$ cat src/rtl/serializer_pipe.sv
// Ready/valid word-to-bit serializer with variable length, MSB/LSB-first order and a one-word pending buffer.
// Optional trailing even-parity bit per word when SERIALIZER_PARITY_EN is defined.
module serializer_pipe #(
    parameter int DATA_W  = 16,
    parameter int MOD_W   = $clog2(DATA_W),
    parameter int MIN_MOD = 3
) (
    input  logic              clk_i,
    input  logic              srst_i,
    input  logic              data_val_i,
    output logic              data_rdy_o,
    input  logic [DATA_W-1:0] data_i,
    input  logic [MOD_W-1:0]  data_mod_i,
    input  logic              lsb_first_i,
    output logic              ser_data_o,
    output logic              ser_data_val_o,
    output logic              ser_last_o,
    output logic              drop_o,
    output logic              busy_o
);

    typedef enum logic {IDLE, SHIFT} state_t;

    localparam logic [MOD_W:0] FULL_L = (MOD_W+1)'(DATA_W);
    localparam logic [MOD_W:0] MIN_L  = (MOD_W+1)'(MIN_MOD);
    localparam logic [MOD_W:0] ONE    = (MOD_W+1)'(1);

    state_t            state_q, state_d;
    logic [DATA_W-1:0] shift_q, shift_d;
    logic [MOD_W:0]    cnt_q, cnt_d;
    logic              lsb_q, lsb_d;
    logic              pend_vld_q, pend_vld_d;
    logic [DATA_W-1:0] pend_data_q, pend_data_d;
    logic [MOD_W:0]    pend_len_q, pend_len_d;
    logic              pend_lsb_q, pend_lsb_d;
    logic              drop_q, drop_d;
    logic              run_q;
    logic              busy_q;
`ifdef SERIALIZER_PARITY_EN
    logic              par_q, par_d;
    logic              par_ph_q, par_ph_d;
`endif

    logic              accept;
    logic [MOD_W:0]    in_len;
    logic              in_ok;
    logic              cur_bit;
    logic              word_end;
    logic              load_in;
    logic              load_pend;

    assign data_rdy_o = run_q & ~pend_vld_q;
    assign accept     = data_val_i & data_rdy_o;
    assign in_len     = (data_mod_i == '0) ? FULL_L : {1'b0, data_mod_i};
    assign in_ok      = (in_len >= MIN_L);
    assign cur_bit    = lsb_q ? shift_q[0] : shift_q[DATA_W-1];
    assign drop_o     = drop_q;
    // busy lingers one cycle past the final serial bit
    assign busy_o     = busy_q | (state_q == SHIFT) | pend_vld_q;

    always_comb begin
        state_d        = state_q;
        shift_d        = shift_q;
        cnt_d          = cnt_q;
        lsb_d          = lsb_q;
        pend_vld_d     = pend_vld_q;
        pend_data_d    = pend_data_q;
        pend_len_d     = pend_len_q;
        pend_lsb_d     = pend_lsb_q;
        drop_d         = accept & ~in_ok;
        ser_data_o     = 1'b0;
        ser_data_val_o = 1'b0;
        ser_last_o     = 1'b0;
        word_end       = 1'b0;
        load_in        = 1'b0;
        load_pend      = 1'b0;
`ifdef SERIALIZER_PARITY_EN
        par_d          = par_q;
        par_ph_d       = par_ph_q;
`endif
        case (state_q)
            IDLE: begin
                if (accept && in_ok) load_in = 1'b1;
            end
            SHIFT: begin
                ser_data_val_o = 1'b1;
`ifdef SERIALIZER_PARITY_EN
                if (par_ph_q) begin
                    ser_data_o = par_q;
                    ser_last_o = 1'b1;
                    word_end   = 1'b1;
                end else begin
                    ser_data_o = cur_bit;
                    par_d      = par_q ^ cur_bit;
                    shift_d    = lsb_q ? (shift_q >> 1) : (shift_q << 1);
                    cnt_d      = cnt_q - ONE;
                    if (cnt_q == ONE) par_ph_d = 1'b1;
                end
`else
                ser_data_o = cur_bit;
                shift_d    = lsb_q ? (shift_q >> 1) : (shift_q << 1);
                cnt_d      = cnt_q - ONE;
                if (cnt_q == ONE) begin
                    ser_last_o = 1'b1;
                    word_end   = 1'b1;
                end
`endif
                // On the final bit, chain straight into the next word so the line has no gap
                if (word_end) begin
                    if (pend_vld_q)              load_pend = 1'b1;
                    else if (accept && in_ok)    load_in   = 1'b1;
                    else                         state_d   = IDLE;
                end else if (accept && in_ok) begin
                    pend_vld_d  = 1'b1;
                    pend_data_d = data_i;
                    pend_len_d  = in_len;
                    pend_lsb_d  = lsb_first_i;
                end
            end
            default: state_d = IDLE;
        endcase

        if (load_in) begin
            state_d = SHIFT;
            shift_d = data_i;
            cnt_d   = in_len;
            lsb_d   = lsb_first_i;
`ifdef SERIALIZER_PARITY_EN
            par_d    = 1'b0;
            par_ph_d = 1'b0;
`endif
        end
        if (load_pend) begin
            state_d    = SHIFT;
            shift_d    = pend_data_q;
            cnt_d      = pend_len_q;
            lsb_d      = pend_lsb_q;
            pend_vld_d = 1'b0;
`ifdef SERIALIZER_PARITY_EN
            par_d    = 1'b0;
            par_ph_d = 1'b0;
`endif
        end
    end

    always_ff @(posedge clk_i or posedge srst_i) begin
        if (srst_i) begin
            state_q     <= IDLE;
            shift_q     <= '0;
            cnt_q       <= '0;
            lsb_q       <= 1'b0;
            pend_vld_q  <= 1'b0;
            pend_data_q <= '0;
            pend_len_q  <= '0;
            pend_lsb_q  <= 1'b0;
            drop_q      <= 1'b0;
            run_q       <= 1'b0;
            busy_q      <= 1'b0;
`ifdef SERIALIZER_PARITY_EN
            par_q       <= 1'b0;
            par_ph_q    <= 1'b0;
`endif
        end else begin
            state_q     <= state_d;
            shift_q     <= shift_d;
            cnt_q       <= cnt_d;
            lsb_q       <= lsb_d;
            pend_vld_q  <= pend_vld_d;
            pend_data_q <= pend_data_d;
            pend_len_q  <= pend_len_d;
            pend_lsb_q  <= pend_lsb_d;
            drop_q      <= drop_d;
            run_q       <= 1'b1;
            busy_q      <= (state_q == SHIFT);
`ifdef SERIALIZER_PARITY_EN
            par_q       <= par_d;
            par_ph_q    <= par_ph_d;
`endif
        end
    end

endmodule

$ cat config.mk
export PLATFORM = sky130hd
export DESIGN_NAME = serializer_pipe
export DESIGN_NICKNAME = d
export VERILOG_FILES = /design/src/rtl/serializer_pipe.sv
export SDC_FILE = /design/constraint.sdc
export NUM_CORES = 1
export LEC_CHECK = 0
export ABC_AREA = 1
export CORE_MARGIN = 2
export CORE_UTILIZATION = 45
export DETAILED_ROUTE_END_ITERATION = 8
export DONT_BUFFER_PORTS = 1
export MAX_ROUTING_LAYER = met4
export PLACE_DENSITY_LB_ADDON = 0.12
export SLEW_MARGIN = 40
export SYNTH_ARGS = -nofsm -noshare
export SYNTH_HDL_FRONTEND = slang
export SYNTH_SLANG_ARGS = --single-unit
$ cat constraint.sdc
create_clock -name clk_i -period 3.5 [get_ports clk_i]
set_input_delay 0.525 -clock clk_i [delete_from_list [all_inputs] [get_ports clk_i]]
set_output_delay 0.525 -clock clk_i [all_outputs]
set_load 0.05 [all_outputs]
==> flow_summary.json <==
{
  "antenna_found_initial": 0,
  "fp.dieW_um": 82.85,
  "synth_cell_types": 24,
  "detail-route-antenna-nets": 0,
  "netlist_area_um2": 2798,
  "synth_warnings": 0,
  "synth.area.top_cells": "dfrtp_1 44%, nand2_1 23%, nor2_1 6.3%",
  "stdcell_count": 469,
  "hold_viol": 0,
  "portBuffers": 0,
  "vias_per_cell": 5.064,
  "finalNetCount": 420,
  "grt_overflow": 0,
  "finClkSkew_ns": 0.006269,
  "fill_cells": 626,
  "grt_max_degree": 50,
  "grt_pass1_wl_um": 11300,
  "power_per_cell_area_nw_per_um2": 805.1,
  "tns_ns": 0,
  "hold_path.class": "in2async",
  "place_congestion": 0.7702,
  "drc": 0,
  "cts-root-buf": "clkbuf_8",
  "fp.dieH_um": 82.85,
  "setup_viol": 0,
  "seq_area_um2": 1226,
  "cts_hold_buf": 0,
  "sequentialPowerShare": 0.418,
  "hold_slack_ns": 0.1635,
  "cts_sinks": 49,
  "clockPowerShare": 0.145,
  "fin_crit_sh": 0.7026,
  "comb_power_share": 0.438,
  "drt_iter0_drc": 187,
  "dr_total_vias": 2375,
  "synth_fp_nets": 430,
  "clock.fmax_mhz": 406.7,
  "first_pass_iters": 4,
  "postCtsResizedCells": 0,
  "crit_buf_inv": 1,
  "post_cts_buffers": 0,
  "synth-seq-cells": 49,
  "critical_path.slowest_cell": "dfrtp_1",
  "clk_latency_ns": 0.30,
  "coreArea_um2": 5956,
  "die-area_um2": 6864,
  "outcome": "finished, final reports clean",
  "wl_per_cell_um": 13.75,
  "pin_count": 30,
  "end_kind": "output pin",
  "wirelength_um": 6451,
  "first_global_vias": 2313,
  "grt_setup_unrepaired": "no",
  "power.leakage_nw": 1.564,
  "netlist_instances": 404,
  "cp.required_ns": 2.97,
  "cts_tree": "built",
  "yosysTopAreaCell": "dfrtp_1",
  "antenna_cells": 0,
  "switchingPower_mw": 1.038,
  "max_cap_violations": 0,
  "start_util": 0.4697,
  "ir_worst_vdd_mv": 0.5050,
  "start_kind": "flip-flop",
  "period_needed_ns": 2.459,
  "cp_top_family": "flip-flops",
  "dp_cells": 462,
  "worstPathArrival_ns": 1.93,
  "p_int_mw": 1.313,
  "slew-limit-headroom": 0.4961,
  "worst_pin_slew_ns": 0.7558,
  "cp_max_fo": 7,
  "layout-area-overhead-vs-synth_pct": 4.383,
  "htreeDepth": 2,
  "track_usage": 0.2056,
  "drv_slew": 0,
  "ys_seq_area_frac": 0.4383,
  "postSynthAreaPerCell_um2": 6.925,
  "cts.path.max_buffers": 2,
  "critical_path.max_stage_delay_ns": 0.84,
  "power_switching_share": 0.4415,
  "cts_buffers": 5,
  "drive_above_1_share": 0.07360,
  "multi_input_area_um2": 1365,
  "cp_cell_sequence": "o21ai_0, a21oi_1, buf_4",
  "r2r_setup_slack_ns": 1.26,
  "clkTransAtPathRegs_ns": 0.09,
  "rows": 28,
  "synth.top_cell.area_share": 0.4383,
  "dp_hpwl_um": 4088,
  "path_class": "reg2out"
}
==> Yosys cell counts <==
cell type  number
nand4_1        22
o21ai_1         2
o21ai_0        18
dfrtp_1        49
nand3_2         2
nor2_8          1
buf_2          16
nor2_2          2
inv_1          22
nand2_4         2
nand3_1        23
inv_2           5
ha_1            2
conb_1          1
nand3b_1        1
nor2_1         47
nand2_2         3
nand2_1       173
clkbuf_1        4
xor2_1          1
buf_4           2
a21oi_1         2
nor2_4          2
nor3_1          2
==> sequential cells by signal (all words and copies together) (netlist names) <==
signal	cells
busy_q	1
cnt_q	5
drop_o	1
lsb_q	1
pend_data_q	16
pend_len_q	5
pend_lsb_q	1
pend_vld_q	1
run_q	1
shift_q	16
state_q	1
==> placed cells by master, fill, tap and decap left out <==
master | Yosys | routed
buf_8 | 0 | 1
inv_4 | 0 | 1
nand3_2 | 2 | 2
nand2_4 | 2 | 3
o21ai_1 | 2 | 2
nor2_1 | 47 | 47
nand4_1 | 22 | 22
nor3_1 | 2 | 2
a21oi_1 | 2 | 2
nor2_4 | 2 | 2
buf_4 | 2 | 4
nand2_1 | 173 | 173
conb_1 | 1 | 1
nor2_8 | 1 | 1
nor2_2 | 2 | 2
o21ai_0 | 18 | 18
clkbuf_8 | 0 | 6
nand3_1 | 23 | 23
nand3b_1 | 1 | 1
inv_2 | 5 | 5
ha_1 | 2 | 2
inv_1 | 22 | 21
clkbuf_1 | 4 | 1
xor2_1 | 1 | 1
dfrtp_1 | 49 | 49
nand2_2 | 3 | 2
==> area by class of cell <==
class                           count  share of cell area
Clock buffer                        7             0.02956
Inverter                           27             0.03556
Timing Repair Buffer                5             0.01542
Tap cell                           75             0.03213
Sequential cell                    49              0.4199
Multi-Input combinational cell    306              0.4674
==> path summary, 6_finish.rpt <==
path | startpoint | endpoint | cells after the start
max | state_q$_DFF_PP0_ | ser_data_o | 3
min | srst_i | run_q$_DFF_PP0_ | 1
max reg2reg | pend_vld_q$_DFFE_PP0P_ | shift_q[15]$_DFFE_PP0P_ | 8
min reg2reg | pend_data_q[6]$_DFFE_PP0P_ | pend_data_q[6]$_DFFE_PP0P_ | 2
max in group asynchronous | srst_i | drop_o$_DFF_PP0_ | 1
min in group clk_i | data_i[7] | pend_data_q[7]$_DFFE_PP0P_ | 2
==> power groups by stage <==
stage	Clock, mW	Combinational [mW]	Sequential, mW
2_1_floorplan	0	0.867	0.949
3_3_place_gp	0	1.01	0.989
3_5_place_dp	0	1.04	0.989
4_1_cts	0.354	1.04	0.980
5_1_grt	0.374	1.21	1.02
6_report	0.340	1.03	0.982
==> logic make-up (layout without fill, tap and decap cells) <==
kind of cell	Yosys count	count (layout)	synth area share
buffers and inverters	49	39	0.07558
AOI/OAI and AO/OA	22	22	0.03936
and+or+nand+nor	280	280	0.4334
adders and majority gates	2	2	0.008943
other	1	1	0.001340
xor gates and xnor gates	1	1	0.003131
DFF	49	49	0.4383
==> per-layer routing <==
metal | part of all wire | wire length [um] | vias up | GRT usage
met5 | 0 | 0 | - | -
met4 | 0.0064 | 41 | 0 | 0.03577
met3 | 0.052 | 333 | 4 | 0.03976
met2 | 0.46 | 2940 | 61 | 0.3365
met1 | 0.49 | 3136 | 1068 | 0.2708
li1 | - | - | 1242 | -
==> metrics by stage <==
| step | setup slack [ns] | util | power, mW | cell area (um^2) |
|---|---|---|---|---|
| final | 1.041 | 0.4903 | 2.351 | 2920 |
| after global routing | 0.9804 | 0.4903 | 2.602 | 2920 |
| after CTS | 1.036 | 0.4895 | 2.374 | 2915 |
| after detailed placement | 1.161 | 0.4750 | 2.028 | 2829 |
| after global placement | 1.205 | 0.4721 | 1.998 | 2811 |
| after floorplan | 1.233 | - | 1.815 | 2798 |
(Power assumes the default switching activity.)
